<file path="config.mk">
export PLATFORM = sky130hd
export DESIGN_NAME = led_mode_sequencer
export DESIGN_NICKNAME = d
export VERILOG_FILES = /design/src/rtl/led_mode_sequencer.sv
export SDC_FILE = /design/constraint.sdc
export NUM_CORES = 1
export LEC_CHECK = 0
export BUFFER_PORTS_ARGS = -buffer_cell sky130_fd_sc_hd__buf_2
export CAP_MARGIN = 25
export CORE_ASPECT_RATIO = 1.4
export CORE_MARGIN = 4
export CORE_UTILIZATION = 40
export CTS_BUF_LIST = sky130_fd_sc_hd__clkbuf_8
export CTS_CLUSTER_DIAMETER = 200
export DETAILED_ROUTE_END_ITERATION = 8
export GPL_ROUTABILITY_DRIVEN = 0
export RECOVER_POWER = 50
export SYNTH_ARGS = -nofsm -noshare
export SYNTH_HDL_FRONTEND = slang
export SYNTH_SLANG_ARGS = --single-unit
</file>
<file path="constraint.sdc">
create_clock -name CLK -period 2.5 [get_ports CLK]
set_input_delay 0.375 -clock CLK [delete_from_list [all_inputs] [get_ports CLK]]
set_output_delay 0.375 -clock CLK [all_outputs]
set_load 0.02 [all_outputs]
</file>
<file path="src/rtl/led_mode_sequencer.sv">
// -----------------------------------------------------------------------------
// led_mode_sequencer
//
// Pattern engine for the eight board LEDs. A prescaler paces pattern steps and
// a synchronized, debounced push-button cycles through four display modes:
// COUNT -> WALK -> BOUNCE -> BLINK -> COUNT.
//
// Parameters:
//   TICK_DIV         CLK cycles per pattern step (>= 2)
//   DEBOUNCE_CYCLES  consecutive cycles of a stable button level needed (>= 2)
//
// Ports:
//   CLK        board clock, all state updates on its rising edge
//   RST        asynchronous, active-high reset
//   BTN        raw push-button, active-high, asynchronous, may bounce
//   LED1..LED8 LEDn = pattern[n-1], straight from the pattern register
// -----------------------------------------------------------------------------
module led_mode_sequencer #(
  parameter int TICK_DIV        = 3_000_000,
  parameter int DEBOUNCE_CYCLES = 120_000
) (
  input  logic CLK,
  input  logic RST,
  input  logic BTN,
  output logic LED1,
  output logic LED2,
  output logic LED3,
  output logic LED4,
  output logic LED5,
  output logic LED6,
  output logic LED7,
  output logic LED8
);

  localparam int TW = $clog2(TICK_DIV);
  localparam int DW = $clog2(DEBOUNCE_CYCLES);
  localparam logic [TW-1:0] TICK_MAX = TW'(TICK_DIV - 1);
  localparam logic [DW-1:0] DB_MAX   = DW'(DEBOUNCE_CYCLES - 1);

  typedef enum logic [1:0] {
    COUNT  = 2'd0,
    WALK   = 2'd1,
    BOUNCE = 2'd2,
    BLINK  = 2'd3
  } mode_e;

  typedef enum logic {
    DIR_LEFT  = 1'b0,
    DIR_RIGHT = 1'b1
  } dir_e;

  // Button synchronizer and debouncer
  logic          s1, s2;
  logic          stable, stable_d;
  logic [DW-1:0] db_cnt;
  logic          press;

  // NOTE: state is updated with non-blocking assignments so every flop samples
  // the pre-edge values of the others; blocking here would collapse s1/s2 into
  // a single stage and break the synchronizer.
  always_ff @(posedge CLK or posedge RST) begin
    if (RST) begin
      s1       <= 1'b0;
      s2       <= 1'b0;
      stable   <= 1'b0;
      stable_d <= 1'b0;
      db_cnt   <= '0;
    end else begin
      s1       <= BTN;
      s2       <= s1;
      stable_d <= stable;
      if (s2 != stable) begin
        // Accept the new level only after it has differed for DEBOUNCE_CYCLES
        // consecutive edges; any return to the old level restarts the count.
        if (db_cnt == DB_MAX) begin
          stable <= s2;
          db_cnt <= '0;
        end else begin
          db_cnt <= db_cnt + 1'b1;
        end
      end else begin
        db_cnt <= '0;
      end
    end
  end

  // One-cycle pulse on an accepted press; releases are ignored.
  assign press = stable & ~stable_d;

  // Mode FSM, pattern register and prescaler
  mode_e         mode_q, mode_d;
  dir_e          dir_q, dir_d;
  logic [7:0]    pattern_q, pattern_d;
  logic [TW-1:0] presc_q, presc_d;
  logic          tick;

  assign tick = (presc_q == TICK_MAX);

  always_ff @(posedge CLK or posedge RST) begin
    if (RST) begin
      mode_q    <= COUNT;
      dir_q     <= DIR_LEFT;
      pattern_q <= 8'h00;
      presc_q   <= '0;
    end else begin
      mode_q    <= mode_d;
      dir_q     <= dir_d;
      pattern_q <= pattern_d;
      presc_q   <= presc_d;
    end
  end

  // NOTE: every signal driven here gets a default first, so no path through
  // the case statements can leave one unassigned and infer a latch.
  always_comb begin
    mode_d    = mode_q;
    dir_d     = dir_q;
    pattern_d = pattern_q;
    presc_d   = tick ? '0 : presc_q + 1'b1;

    if (press) begin
      // A press beats a coincident tick: the step is dropped, the new mode
      // starts from its entry value and the step period restarts.
      presc_d = '0;
      dir_d   = DIR_LEFT;
      unique case (mode_q)
        COUNT:  begin mode_d = WALK;   pattern_d = 8'h01; end
        WALK:   begin mode_d = BOUNCE; pattern_d = 8'h01; end
        BOUNCE: begin mode_d = BLINK;  pattern_d = 8'hFF; end
        BLINK:  begin mode_d = COUNT;  pattern_d = 8'h00; end
      endcase
    end else if (tick) begin
      unique case (mode_q)
        COUNT:  pattern_d = pattern_q + 8'd1;
        WALK:   pattern_d = {pattern_q[6:0], pattern_q[7]};
        BOUNCE: begin
          // Reverse at either end instead of shifting out, so the end LEDs
          // are lit for exactly one step each.
          if (dir_q == DIR_LEFT) begin
            if (pattern_q == 8'h80) begin
              dir_d     = DIR_RIGHT;
              pattern_d = 8'h40;
            end else begin
              pattern_d = pattern_q << 1;
            end
          end else begin
            if (pattern_q == 8'h01) begin
              dir_d     = DIR_LEFT;
              pattern_d = 8'h02;
            end else begin
              pattern_d = pattern_q >> 1;
            end
          end
        end
        BLINK:  pattern_d = ~pattern_q;
      endcase
    end
  end

  assign LED1 = pattern_q[0];
  assign LED2 = pattern_q[1];
  assign LED3 = pattern_q[2];
  assign LED4 = pattern_q[3];
  assign LED5 = pattern_q[4];
  assign LED6 = pattern_q[5];
  assign LED7 = pattern_q[6];
  assign LED8 = pattern_q[7];

endmodule

</file>
Word level (Yosys, flattened, before mapping)
Cells that the tools add are included.
{"block": "classes", "n_addsub": 3, "n_eq_ne": 8, "mux": 18, "bitwise": 3, "n_reduce_logical": 6}
{"operator": "$mux W22", "count": 2}
{"operator": "$mux W17", "count": 2}
{"operator": "$mux W8", "count": 4}
{"operator": "$pmux W8 S4", "count": 1}
{"operator": "$pmux W8 S3", "count": 1}
{"operator": "$add A22 B1 Y22 const B", "count": 1}
{"operator": "$eq A22 B22 Y1 const B", "count": 1}
{"operator": "$add A17 B1 Y17 const B", "count": 1}
{"operator": "$eq A17 B17 Y1 const B", "count": 1}
{"operator": "$add A8 B1 Y8 const B", "count": 1}
{"operator": "$eq A8 B1 Y1 const B", "count": 1}
{"operator": "$eq A8 B8 Y1 const B", "count": 1}
{"operator": "$not A8 Y8", "count": 1}
{"operator": "$pmux W2 S4", "count": 1}
{"operator": "$mux W7", "count": 1}
{"operator": "$mux W1", "count": 6}
{"operator": "$eq A2 B2 Y1 const B", "count": 2}
{"operator": "$reduce_and A2 Y1", "count": 2}
{"operator": "$reduce_bool A2 Y1", "count": 2}
{"operator": "$eq A2 B1 Y1 const B", "count": 1}
{"operator": "$logic_not A2 Y1", "count": 1}
{"operator": "$reduce_or A2 Y1", "count": 1}
{"operator": "$and A1 B1 Y1", "count": 1}
{"operator": "$ne A1 B1 Y1", "count": 1}
{"operator": "$not A1 Y1", "count": 1}
{"block": "word_totals", "register_bits": 54, "inputBits": 3, "word_cells": 47}

Logic depth before layout (Yosys ltp)
Gate-level depths: netlist (run 1).
{"block": "logic_depth", "ltp_word": 6, "ltp_mapped": 8, "mapped_depth_nobuf": 7}

Worst setup path after synthesis (run 1)
Ideal clock, no wire load.
{"block": "synth_timing", "kind": "register to register", "start": "register presc_q[12]", "end": "register dir_q", "setup_ns": 0.120, "t_arrival_ns": 1.698, "path_slack_ns": 0.681, "stages_incl_launch_ff": 6, "synth_period_minus_slack_ns": 1.819, "cell_sequence": "dfrtp_1 -> or4_1 -> nor4_4 -> buf_4 -> a31oi_1 -> a41o_1"}
{"block": "synth_between", "elab_chain_len": 3}
{"element": "start, declared", "line_no": "94", "rtl": "logic [TW-1:0] presc_q, presc_d;"}
{"element": "start signal, assigned", "line_no": "109", "rtl": "presc_q <= presc_d;"}
{"element": "$eq A22 B22 Y1", "line_no": "97", "rtl": "assign tick = (presc_q == TICK_MAX);"}
{"element": "$reduce_bool A2 Y1 (no source line)"}
{"element": "$reduce_and A2 Y1 (no source line)"}
{"element": "end signal, assigned", "line_no": "107", "rtl": "dir_q <= dir_d;"}
{"element": "end, declared", "line_no": "92", "rtl": "dir_e dir_q, dir_d;"}
No other way between the ends.
A chain may end at the register's enable or synchronous reset.

Final worst setup path (run 1)
{"block": "layout_timing", "start": "register db_cnt[10]", "end": "register db_cnt[14]"}
{"block": "layout_between", "elab_chain_len": 3}
{"element": "start, declared", "line_no": "55", "rtl": "logic [DW-1:0] db_cnt;"}
{"element": "start signal, assigned", "line_no": "79", "rtl": "db_cnt <= db_cnt + 1'b1;"}
{"element": "$add A17 B1 Y17 or $eq A17 B17 Y1 (tied branches)", "line_no": "79, 75"}
{"element": "$mux W17 (*)", "line_no": "75", "rtl": "if (db_cnt == DB_MAX) begin"}
{"element": "$mux W17 (*)", "line_no": "72", "rtl": "if (s2 != stable) begin"}
Every way passes the cells marked *; elsewhere a longest branch is shown, timed or not.

==> results of run 1 <==
==> layout make-up <==
type | count | area [sq um] | share of cell area, %
clock buffer | 5 | 68.8 | 2.10
clock inverter | 3 | 45.0 | 1.37
inverter | 16 | 60.1 | 1.83
multi-input combinational | 240 | 1530 | 46.8
sequential | 54 | 1350 | 41.2
tap | 97 | 121 | 3.70
timing repair buffer | 18 | 98.8 | 3.01
==> sequential cells by signal (all words and copies together) (netlist names), 2 cells and up <==
register   count
presc_q       22
mode_q         2
db_cnt        17
pattern_q      8
==> metrics by stage <==
| stage | setup slack, ps | power (mW) |
|---|---|---|
| 2_1_floorplan | 681 | 0.928 |
| 3_3_place_gp | 421 | 0.937 |
| 3_5_place_dp | 406 | 0.938 |
| 4_1_cts | 376 | 1.54 |
| 6_report | 404 | 1.51 |
| 5_1_grt | 199 | 1.59 |
==> cells in the mapped netlist, drive strengths merged (9+ instances only) <==
cell type / number
xnor2: 24
nand2: 19
a21oi: 11
nand3: 19
nand4: 12
and3: 9
ha: 9
o21ai: 9
inv: 16
xor2: 16
dfrtp: 54
nor2: 51
==> cell usage in the layout (no fill, tap or decap), types with 2 or more instances in the layout <==
cell,netlist,layout
a221oi_1,5,5
clkbuf_8,0,5
buf_2,2,10
nor2b_1,2,2
and2_1,3,3
nand4_1,12,12
or4_1,2,2
a31oi_1,2,2
xor2_1,16,16
dfrtp_1,54,54
nor2_1,51,51
xnor2_1,24,24
nor4_1,4,4
nor3_1,8,8
clkinvlp_4,0,2
o21ai_0,9,9
and4_1,4,4
a21oi_1,11,11
nand2_1,19,19
nand3_1,18,18
and3_1,9,9
a31o_2,2,2
ha_1,9,9
nand2b_1,3,3
inv_1,16,16
clkbuf_1,7,3
o31ai_1,7,7
a41o_1,2,2
buf_4,3,5
==> kinds of logic (layout without fill, tap and decap cells) <==
logic type | Yosys count | after routing | synth area share, %
compound gates | 44 | 44 | 9.85
flops | 54 | 54 | 44.5
xor+xnor | 40 | 40 | 11.5
fa+ha+maj | 9 | 9 | 3.71
mux | 2 | 2 | 0.701
buf+inv | 30 | 42 | 4.95
simple gates | 145 | 145 | 24.7
==> report_power, final <==
| group | switching [mW] | total (mW) | internal, mW |
|---|---|---|---|
| Sequential | 0.00501 | 0.883 | 0.878 |
| Combinational | 0.0257 | 0.0333 | 0.00759 |
| Clock | 0.297 | 0.595 | 0.298 |
==> per-layer routing <==
metal	share of wire [%]	vias up	track usage (%)
met5	0	-	0
met4	2.0	0	5.65
met1	45	1148	19.6
met2	50	35	24.7
met3	3.2	7	3.33
li1	-	1152	-
==> worst max-delay path, stage by stage (launching register included) <==
cell and delay [ps]:
dfrtp_1 430, inv_1 80, or4_1 530, nor4_2 340
or2_1 310, buf_4 230, nor2_1 60
==> worst min path at each step <==
| stage | from | slack, ps | to | cells after the start |
|---|---|---|---|---|
| after CTS | RST | 120 | s1 | 2 |
| after floorplan | s1 | 330 | s2 | 0 |
| after detailed placement | s1 | 340 | s2 | 0 |
| after global placement | s1 | 340 | s2 | 0 |
| final | BTN | 160 | s1 | 1 |
| after global routing | BTN | 140 | s1 | 1 |
==> flow_metrics.py, run 1 <==
metrics = {
    "yosys": {
        "syn-cell-area_sq_um": 3040,
        "synth_enable_flop_cells": 0,
        "syn_avg_cell_area_sq_um": 9.37,
        "ys_ff_latch": 54,
        "synthDistinctLibCells": 47,
        "synth_nets": 336,
        "netlist_top_cells_area": "dfrtp_1 45%, xnor2_1 6.9%, nor2_1 6.3%",
        "synth_cells": 324,
        "synthesis.yosys.warnings": 0,
        "post-synth-top-area-fraction_pct": 44.5,
        "seq_area_frac_synth_pct": 44.5,
        "synth_largest_area_cell": "dfrtp_1",
        "synthArstFlopShare_pct": 100,
        "ys_dominant_reg_cell": "dfrtp_1",
    },
    "routing": {
        "via_per_inst": 5.41,
        "antenna_violating_nets_post_route": 0,
        "routed-via-count": 2342,
        "detailedRoute.firstPassIterationCount": 4,
        "routed_wl_um": 6060,
        "wl_per_cell_um": 14.0,
        "drt_first_iter_violations": 88,
        "drc": 0,
    },
    "timing": {
        "worst_clock_skew_ps": 6.00,
        "max_slew_margin_pct": 32.8,
        "holdWs_ps": 162,
        "timing.fmax_mhz": 477,
        "timing_max_transition_violations_final": 0,
        "grt_setup_unrepaired": "false",
        "portion_of_the_clock_cycle_consumed_by_the_worst_path_in_the_final_layout_pct": 83.8,
        "hold_viol": 0,
        "finalSetupTns_ps": 0,
        "setup_viol": 0,
        "final.min_clock_period_ps": 2100,
        "worst_pin_slew_ps": 1010,
    },
    "pwr": {
        "leakage_nw": 1.44,
        "peakVddDrop_v": 0.000356,
        "power_density_nw_per_um2": 461,
    },
    "status": {
        "status": "completed",
    },
    "finish": {
        "fillers": 729,
        "postLayoutCoreUtil_pct": 44.6,
        "insertedDiodeCount": 0,
        "design.final.nets": 347,
        "area_growth_syn_to_layout_pct": 8.04,
        "layout.cell_area.non_filler_sq_um": 3280,
        "post_layout_nonfiller_instances": 433,
        "drive_above_1_share_pct": 9.23,
    },
    "setup_path": {
        "worst_setup_path_startpoint": "db_cnt[10]",
        "rr_worst_depth": 6,
        "regToRegSetupSlack_ps": 400,
        "regToRegEndpoint": "db_cnt[14]",
        "critical_path.endpoint": "db_cnt[14]",
        "crit_path_max_fanout": 10,
        "end_kind": "flip-flop",
        "worst-endpoint-arrival_ps": 2310,
        "critical_path_required_ps": 2710,
        "worst_reg2reg_path_startpoint": "db_cnt[10]",
        "critPathLaunchType": "flip-flop",
        "timing_worst_setup_path_type": "flip-flop to flip-flop",
    },
    "clocking": {
        "cts_hold_buf": 0,
        "postCtsResizedCells": 0,
        "post-cts-setup-buffers": 0,
        "tritoncts_num_sinks": 54,
        "htree_num_levels": 2,
        "worst_setup_hold_path_clk_slew_ps": 100,
        "clockRootBuffer": "clkbuf_8",
        "max-clock-path-buffers": 2,
        "insertion_delay_ps": 310,
        "cts-buffers-inserted": 5,
        "tritoncts": "done",
    },
    "flow_run": {
        "drv.max_cap_violation_count": 0,
    },
    "floorplanning": {
        "dieWidth_um": 81.6,
        "io_pins": 11,
        "initial_utilization_pct": 41.2,
        "floorplan.rows": 37,
        "area_inside_the_core_boundary_sq_um": 7360,
        "fp.dieH_um": 111,
        "die_area_sq_um": 9070,
    },
    "placement": {
        "placedCellCount": 425,
        "portBuffers": 10,
        "dpl.hpwl_um": 4350,
        "place_area_sq_um": 3180,
    },
    "global_routing": {
        "groute.usage.overall_pct": 15.3,
        "grt_pass1_vias": 2356,
        "grt_first_pass_wirelength_um": 11100,
        "antenna_found_initial": 0,
        "aggregate_global_routing_overflow": 0,
        "grt_max_degree": 28,
    },
    "worst_hold_path": {
        "hp-class": "input pin to flip-flop",
    },
}
No activity file was read; power rests on OpenSTA's default activity.
==> run 2, diff against run 1 <==
==> constraint.sdc (replaced) <==
create_clock -name CLK -period 1.9 [get_ports CLK]
set_input_delay 0.285 -clock CLK [delete_from_list [all_inputs] [get_ports CLK]]
set_output_delay 0.285 -clock CLK [all_outputs]
set_load 0.02 [all_outputs]
==> run 2 against run 1 <==
  * Cell count increased by 5.3%
  * Critical endpoint is now dir_q
  * Critical path depth unchanged
  * Largest cell class unchanged
  * Sequential cell count unchanged
  * Core utilization increased by 3.2 points
  * Highest routed layer unchanged
  * Total power up 30%
==> flow_metrics.py, run 2 (same netlist as run 1, synthesis figures left out) <==
metrics = {
    "setup_path": {
        "worst-endpoint-arrival_ps": 1990,
        "crit_path_max_fanout": 7,
        "rr_worst_depth": 6,
        "critical_path.max_stage_delay_ps": 390,
        "cp.depth": 6,
        "critical_path_required_ps": 2100,
        "crit_family": "simple AND/OR/NAND/NOR gates",
        "path_cells": "nor4b_2 > nand4_1 > nor4_4 > buf_4 > a31oi_1 > a41o_1",
        "end_kind": "flip-flop",
        "regToRegSetupSlack_ps": 110,
        "crit_slowest_cell": "dfrtp_1",
        "timing_worst_setup_path_type": "flip-flop to flip-flop",
        "worstPathBufferInverterCount": 1,
        "critPathLaunchType": "flip-flop",
    },
    "clocking": {
        "htree_num_levels": 2,
        "cts-buffers-inserted": 5,
        "insertion_delay_ps": 310,
        "clockRootBuffer": "clkbuf_8",
        "max-clock-path-buffers": 2,
        "tritoncts_num_sinks": 54,
        "worst_setup_hold_path_clk_slew_ps": 90,
        "tritoncts": "done",
    },
    "routing": {
        "routed-via-count": 2434,
        "antenna_violating_nets_post_route": 0,
        "wl_per_cell_um": 13.6,
        "drt_first_iter_violations": 90,
        "routed_wl_um": 6190,
        "detailedRoute.firstPassIterationCount": 7,
        "drc": 0,
        "via_per_inst": 5.34,
    },
    "timing": {
        "holdWs_ps": 87.4,
        "finalSetupTns_ps": 0,
        "hold_viol": 0,
        "worst_pin_slew_ps": 1330,
        "worst_clock_skew_ps": 11.9,
        "portion_of_the_clock_cycle_consumed_by_the_worst_path_in_the_final_layout_pct": 94.3,
        "max_slew_margin_pct": 11.1,
        "timing_max_transition_violations_final": 0,
        "timing.fmax_mhz": 558,
        "final.min_clock_period_ps": 1790,
        "grt_setup_unrepaired": "false",
        "setup_viol": 0,
    },
    "floorplanning": {
        "io_pins": 11,
        "initial_utilization_pct": 41.2,
        "dieWidth_um": 81.6,
        "die_area_sq_um": 9070,
        "area_inside_the_core_boundary_sq_um": 7360,
        "fp.dieH_um": 111,
        "floorplan.rows": 37,
    },
    "finish": {
        "fillers": 689,
        "final_common_cell": "dfrtp_1",
        "multi_input_area_sq_um": 1580,
        "layout.cells.most_common_list": "54 x dfrtp_1, 51 x nor2_1, 29 x buf_4",
        "largest_register_ffs": 22,
        "post_layout_nonfiller_instances": 456,
        "postLayoutCoreUtil_pct": 47.7,
        "reg_top3": "presc_q (22), db_cnt (17), pattern_q (8)",
        "drive_above_1_share_pct": 18.1,
        "seq_area_sq_um": 1350,
        "max_flop_register": "presc_q",
        "design.final.nets": 370,
        "area_growth_syn_to_layout_pct": 15.7,
        "insertedDiodeCount": 0,
    },
    "flow_run": {
        "drv.max_cap_violation_count": 0,
    },
    "pwr": {
        "power_mw": 1.96,
        "peakVddDrop_v": 0.000373,
        "cell_internal_pwr_mw": 1.56,
        "power.net_switching_uw": 408,
        "leakage_nw": 1.61,
        "combinationalPowerShare_pct": 2.4,
        "switching_share_pct": 20.8,
        "share_seq_of_total_power_pct": 59.1,
        "power_density_nw_per_um2": 559,
        "clock_power_share_pct": 38.5,
    },
    "global_routing": {
        "grt_max_degree": 55,
        "groute.usage.overall_pct": 14.7,
        "aggregate_global_routing_overflow": 0,
        "grt_pass1_vias": 2416,
        "grt_first_pass_wirelength_um": 10800,
        "antenna_found_initial": 0,
    },
    "placement": {
        "portBuffers": 10,
        "dpl.hpwl_um": 4360,
        "placedCellCount": 447,
    },
    "worst_hold_path": {
        "worstHoldPathCells": 1,
        "hp-class": "input pin to flip-flop",
    },
    "status": {
        "status": "completed",
    },
}
==> run 2: changes by cell type in the layout (fill, tap and decap cells not counted), sizes merged <==
cell and change:
clkinvlp -2, clkinv +2, buf +25, clkbuf -2
==> run 2: layer usage <==
layer | GRT usage [%] | vias up | wire, um | part of all wire, %
li1 | - | 1197 | - | -
met1 | 17.9 | 1190 | 2760 | 45
met2 | 25.0 | 34 | 3170 | 51
met3 | 2.28 | 13 | 155 | 2.5
met4 | 6.10 | 0 | 107 | 1.7
met5 | 0 | - | 0 | 0
==> run 2: power by group through the flow <==
stage          Combinational (mW)  Clock, mW  Sequential [mW]
2_1_floorplan              0.0376          0             1.18
3_3_place_gp               0.0534          0             1.18
3_5_place_dp               0.0534          0             1.18
4_1_cts                    0.0538      0.796             1.16
5_1_grt                    0.0541      0.835             1.16
6_report                   0.0464      0.756             1.16
==> run 2: path summary, 6_finish.rpt <==
path,to,start
setup / recovery,dir_q,presc_q[6]
hold / removal,s1,BTN
setup reg to reg,dir_q,presc_q[6]
hold reg to reg,s2,s1
max in group asynchronous,stable,RST
min in group asynchronous,stable_d,RST
==> run 2: repair_timing <==
item / 4_1_cts / 5_1_grt
endpoints found under the hold margin: 0 / 0
resized for setup: 0 / 11
hold buffers: 0 / 0
endpoints found under the setup margin: 0 / 32
setup buffers: 0 / 1
==> run 2: per-stage QoR <==
step,setup WS [ps],area [sq um]
after floorplan,81.2,3040
after global placement,43.7,3370
after detailed placement,24.0,3370
after CTS,2.35,3480
after global routing,8.49,3510
final,109,3510
==> run 2: worst register-to-register path, stage by stage, from the launching register on <==
cell and delay [ps]:
dfrtp_1 390, nor4b_2 300, nand4_1 200, nor4_4 300
buf_4 200, a31oi_1 90, a41o_1 200
==> run 2: layout make-up <==
type	instances	share of cell area [%]
clock inverter	3	1.14
sequential	54	38.5
clock buffer	5	1.96
timing repair buffer	41	8.33
multi-input combinational	240	44.9
inverter	16	1.71
tap	97	3.45
==> run 3, diff against run 2 <==
--- a/config.mk
+++ b/config.mk
@@ -15,6 +15,7 @@
 export DETAILED_ROUTE_END_ITERATION = 8
 export GPL_ROUTABILITY_DRIVEN = 0
 export RECOVER_POWER = 50
+export SLEW_MARGIN = 20
 export SYNTH_ARGS = -nofsm -noshare
 export SYNTH_HDL_FRONTEND = slang
 export SYNTH_SLANG_ARGS = --single-unit
==> constraint.sdc (replaced) <==
create_clock -name CLK -period 1.9 [get_ports CLK]
set_input_delay 0.19 -clock CLK [delete_from_list [all_inputs] [get_ports CLK]]
set_output_delay 0.19 -clock CLK [all_outputs]
set_load 0.02 [all_outputs]
==> run 3 against run 2 <==
  * Maximum frequency shrank 2.0%
  * Clock skew shrank 2.7 ps
  * Critical path depth is the same
  * Core utilization grew 0.83 points
  * Cell count grew 1.1%
  * Global-route usage grew 0.21 points
  * Design area grew 1.7%
  * Sequential share of layout area shrank 0.66 points
  * Hold slack gained 260 ps
  * Via count grew 0.66%
  * Clock power grew 21%
  * Sequential power is essentially flat
==> flow_metrics.py, run 3 (same netlist as run 1, synthesis figures left out) <==
metrics = {
    "clocking": {
        "cts-buffers-inserted": 5,
        "htree_num_levels": 2,
        "tritoncts_num_sinks": 54,
        "worst_setup_hold_path_clk_slew_ps": 100,
        "clockRootBuffer": "clkbuf_8",
        "max-clock-path-buffers": 2,
        "insertion_delay_ps": 320,
        "tritoncts": "done",
    },
    "routing": {
        "drc": 0,
        "antenna_violating_nets_post_route": 0,
        "detailedRoute.firstPassIterationCount": 4,
        "via_per_inst": 5.31,
        "wl_per_cell_um": 13.4,
        "routed_wl_um": 6180,
        "routed-via-count": 2450,
        "drt_first_iter_violations": 72,
    },
    "global_routing": {
        "groute.usage.overall_pct": 14.9,
        "aggregate_global_routing_overflow": 0,
        "antenna_found_initial": 0,
        "grt_max_degree": 43,
        "grt_pass1_vias": 2391,
        "grt_first_pass_wirelength_um": 10800,
    },
    "status": {
        "status": "completed",
    },
    "setup_path": {
        "crit_path_max_fanout": 6,
        "critical_path.max_stage_delay_ps": 430,
        "critical_path_required_ps": 2110,
        "end_kind": "flip-flop",
        "critPathLaunchType": "flip-flop",
        "timing_worst_setup_path_type": "flip-flop to flip-flop",
        "path_cells": "nor4b_4 > nand4_1 > nor4_4 > buf_4 > a31oi_1 > a41o_1",
        "worst-endpoint-arrival_ps": 2040,
        "crit_slowest_cell": "dfrtp_1",
    },
    "timing": {
        "max_slew_margin_pct": 61.3,
        "hold_viol": 0,
        "grt_setup_unrepaired": "true",
        "worst_clock_skew_ps": 9.13,
        "worst_pin_slew_ps": 580,
        "timing.fmax_mhz": 547,
        "holdWs_ps": 350,
        "timing_max_transition_violations_final": 0,
        "setup_viol": 0,
        "portion_of_the_clock_cycle_consumed_by_the_worst_path_in_the_final_layout_pct": 96.2,
        "final.min_clock_period_ps": 1830,
    },
    "pwr": {
        "power_density_nw_per_um2": 595,
        "peakVddDrop_v": 0.000498,
        "leakage_nw": 1.63,
        "power_mw": 2.13,
    },
    "finish": {
        "final_common_cell": "dfrtp_1",
        "drive_above_1_share_pct": 17.9,
        "max_flop_register": "presc_q",
        "reg_top3": "presc_q (22), db_cnt (17), pattern_q (8)",
        "area_growth_syn_to_layout_pct": 17.8,
        "layout.cell_area.non_filler_sq_um": 3570,
        "insertedDiodeCount": 0,
        "postLayoutCoreUtil_pct": 48.6,
        "largest_register_ffs": 22,
        "layout.cells.most_common_list": "54 x dfrtp_1, 51 x nor2_1, 32 x buf_4",
        "design.final.nets": 375,
    },
    "floorplanning": {
        "initial_utilization_pct": 41.2,
        "floorplan.rows": 37,
        "fp.dieH_um": 111,
        "die_area_sq_um": 9070,
        "io_pins": 11,
        "dieWidth_um": 81.6,
        "area_inside_the_core_boundary_sq_um": 7360,
    },
    "placement": {
        "place_area_sq_um": 3380,
        "dpl.hpwl_um": 4410,
        "portBuffers": 10,
    },
    "worst_hold_path": {
        "hp-class": "flip-flop to flip-flop",
    },
    "flow_run": {
        "drv.max_cap_violation_count": 0,
    },
}
==> run 3: where the power goes <==
part	total, mW	switching [mW]	internal, mW
registers	1.16	0.00663	1.16
clock network	0.917	0.389	0.528
logic	0.0499	0.0342	0.0157
==> run 3: what timing repair did <==
item,CTS,global route
hold buffers,2,0
endpoints found under the setup margin,1,31
resized for setup,1,6
hold endpoints to repair,13,0
buffers inserted,0,3
pin swaps,0,4
==> run 3: final timing paths <==
kind                            cells past startpoint      endpoint  slack (ps)   startpoint
max in group asynchronous                           4  pattern_q[1]         480          RST
worst max register to register                      6         dir_q          70  presc_q[20]
min in group asynchronous                           3    presc_q[3]         410          RST
worst min register to register                      0            s2         350           s1
worst max-delay path                                6         dir_q          70  presc_q[20]
worst min-delay path                                0            s2         350           s1
==> run 3: final cells by class <==
| type | instances | area [sq um] |
|---|---|---|
| fill | 715 | 3790 |
| multi-input combinational | 240 | 1570 |
| sequential | 54 | 1350 |
| timing repair buffer | 46 | 338 |
| tap | 97 | 121 |
| clock buffer | 5 | 68.8 |
| clock inverter | 3 | 68.8 |
| inverter | 16 | 60.1 |
==> run 3: routing by layer <==
metal | vias to the layer above | share of wire, % | track usage, %
met5 | - | 0 | 0
met4 | 0 | 2.2 | 7.32
met3 | 8 | 3.7 | 2.68
met2 | 43 | 51 | 24.2
met1 | 1195 | 43 | 18.6
li1 | 1204 | - | -
==> run 3: worst max-delay path: cells and delay by family, from the launching register on <==
| kind | cells | cell delay [ps] |
|---|---|---|
| simple gates | 3 | 800 |
| buf+inv | 1 | 210 |
| compound gates | 2 | 280 |
| flops | 1 | 430 |
==> run 3: per-stage QoR <==
stage                     TNS [ps]  setup slack, ps  cells
final                            0             72.8    461
after global routing          -103            -42.7    461
after CTS                        0             8.84    459
after detailed placement         0             20.4    449
after global placement           0             51.2    449
after floorplan                  0             81.2    324
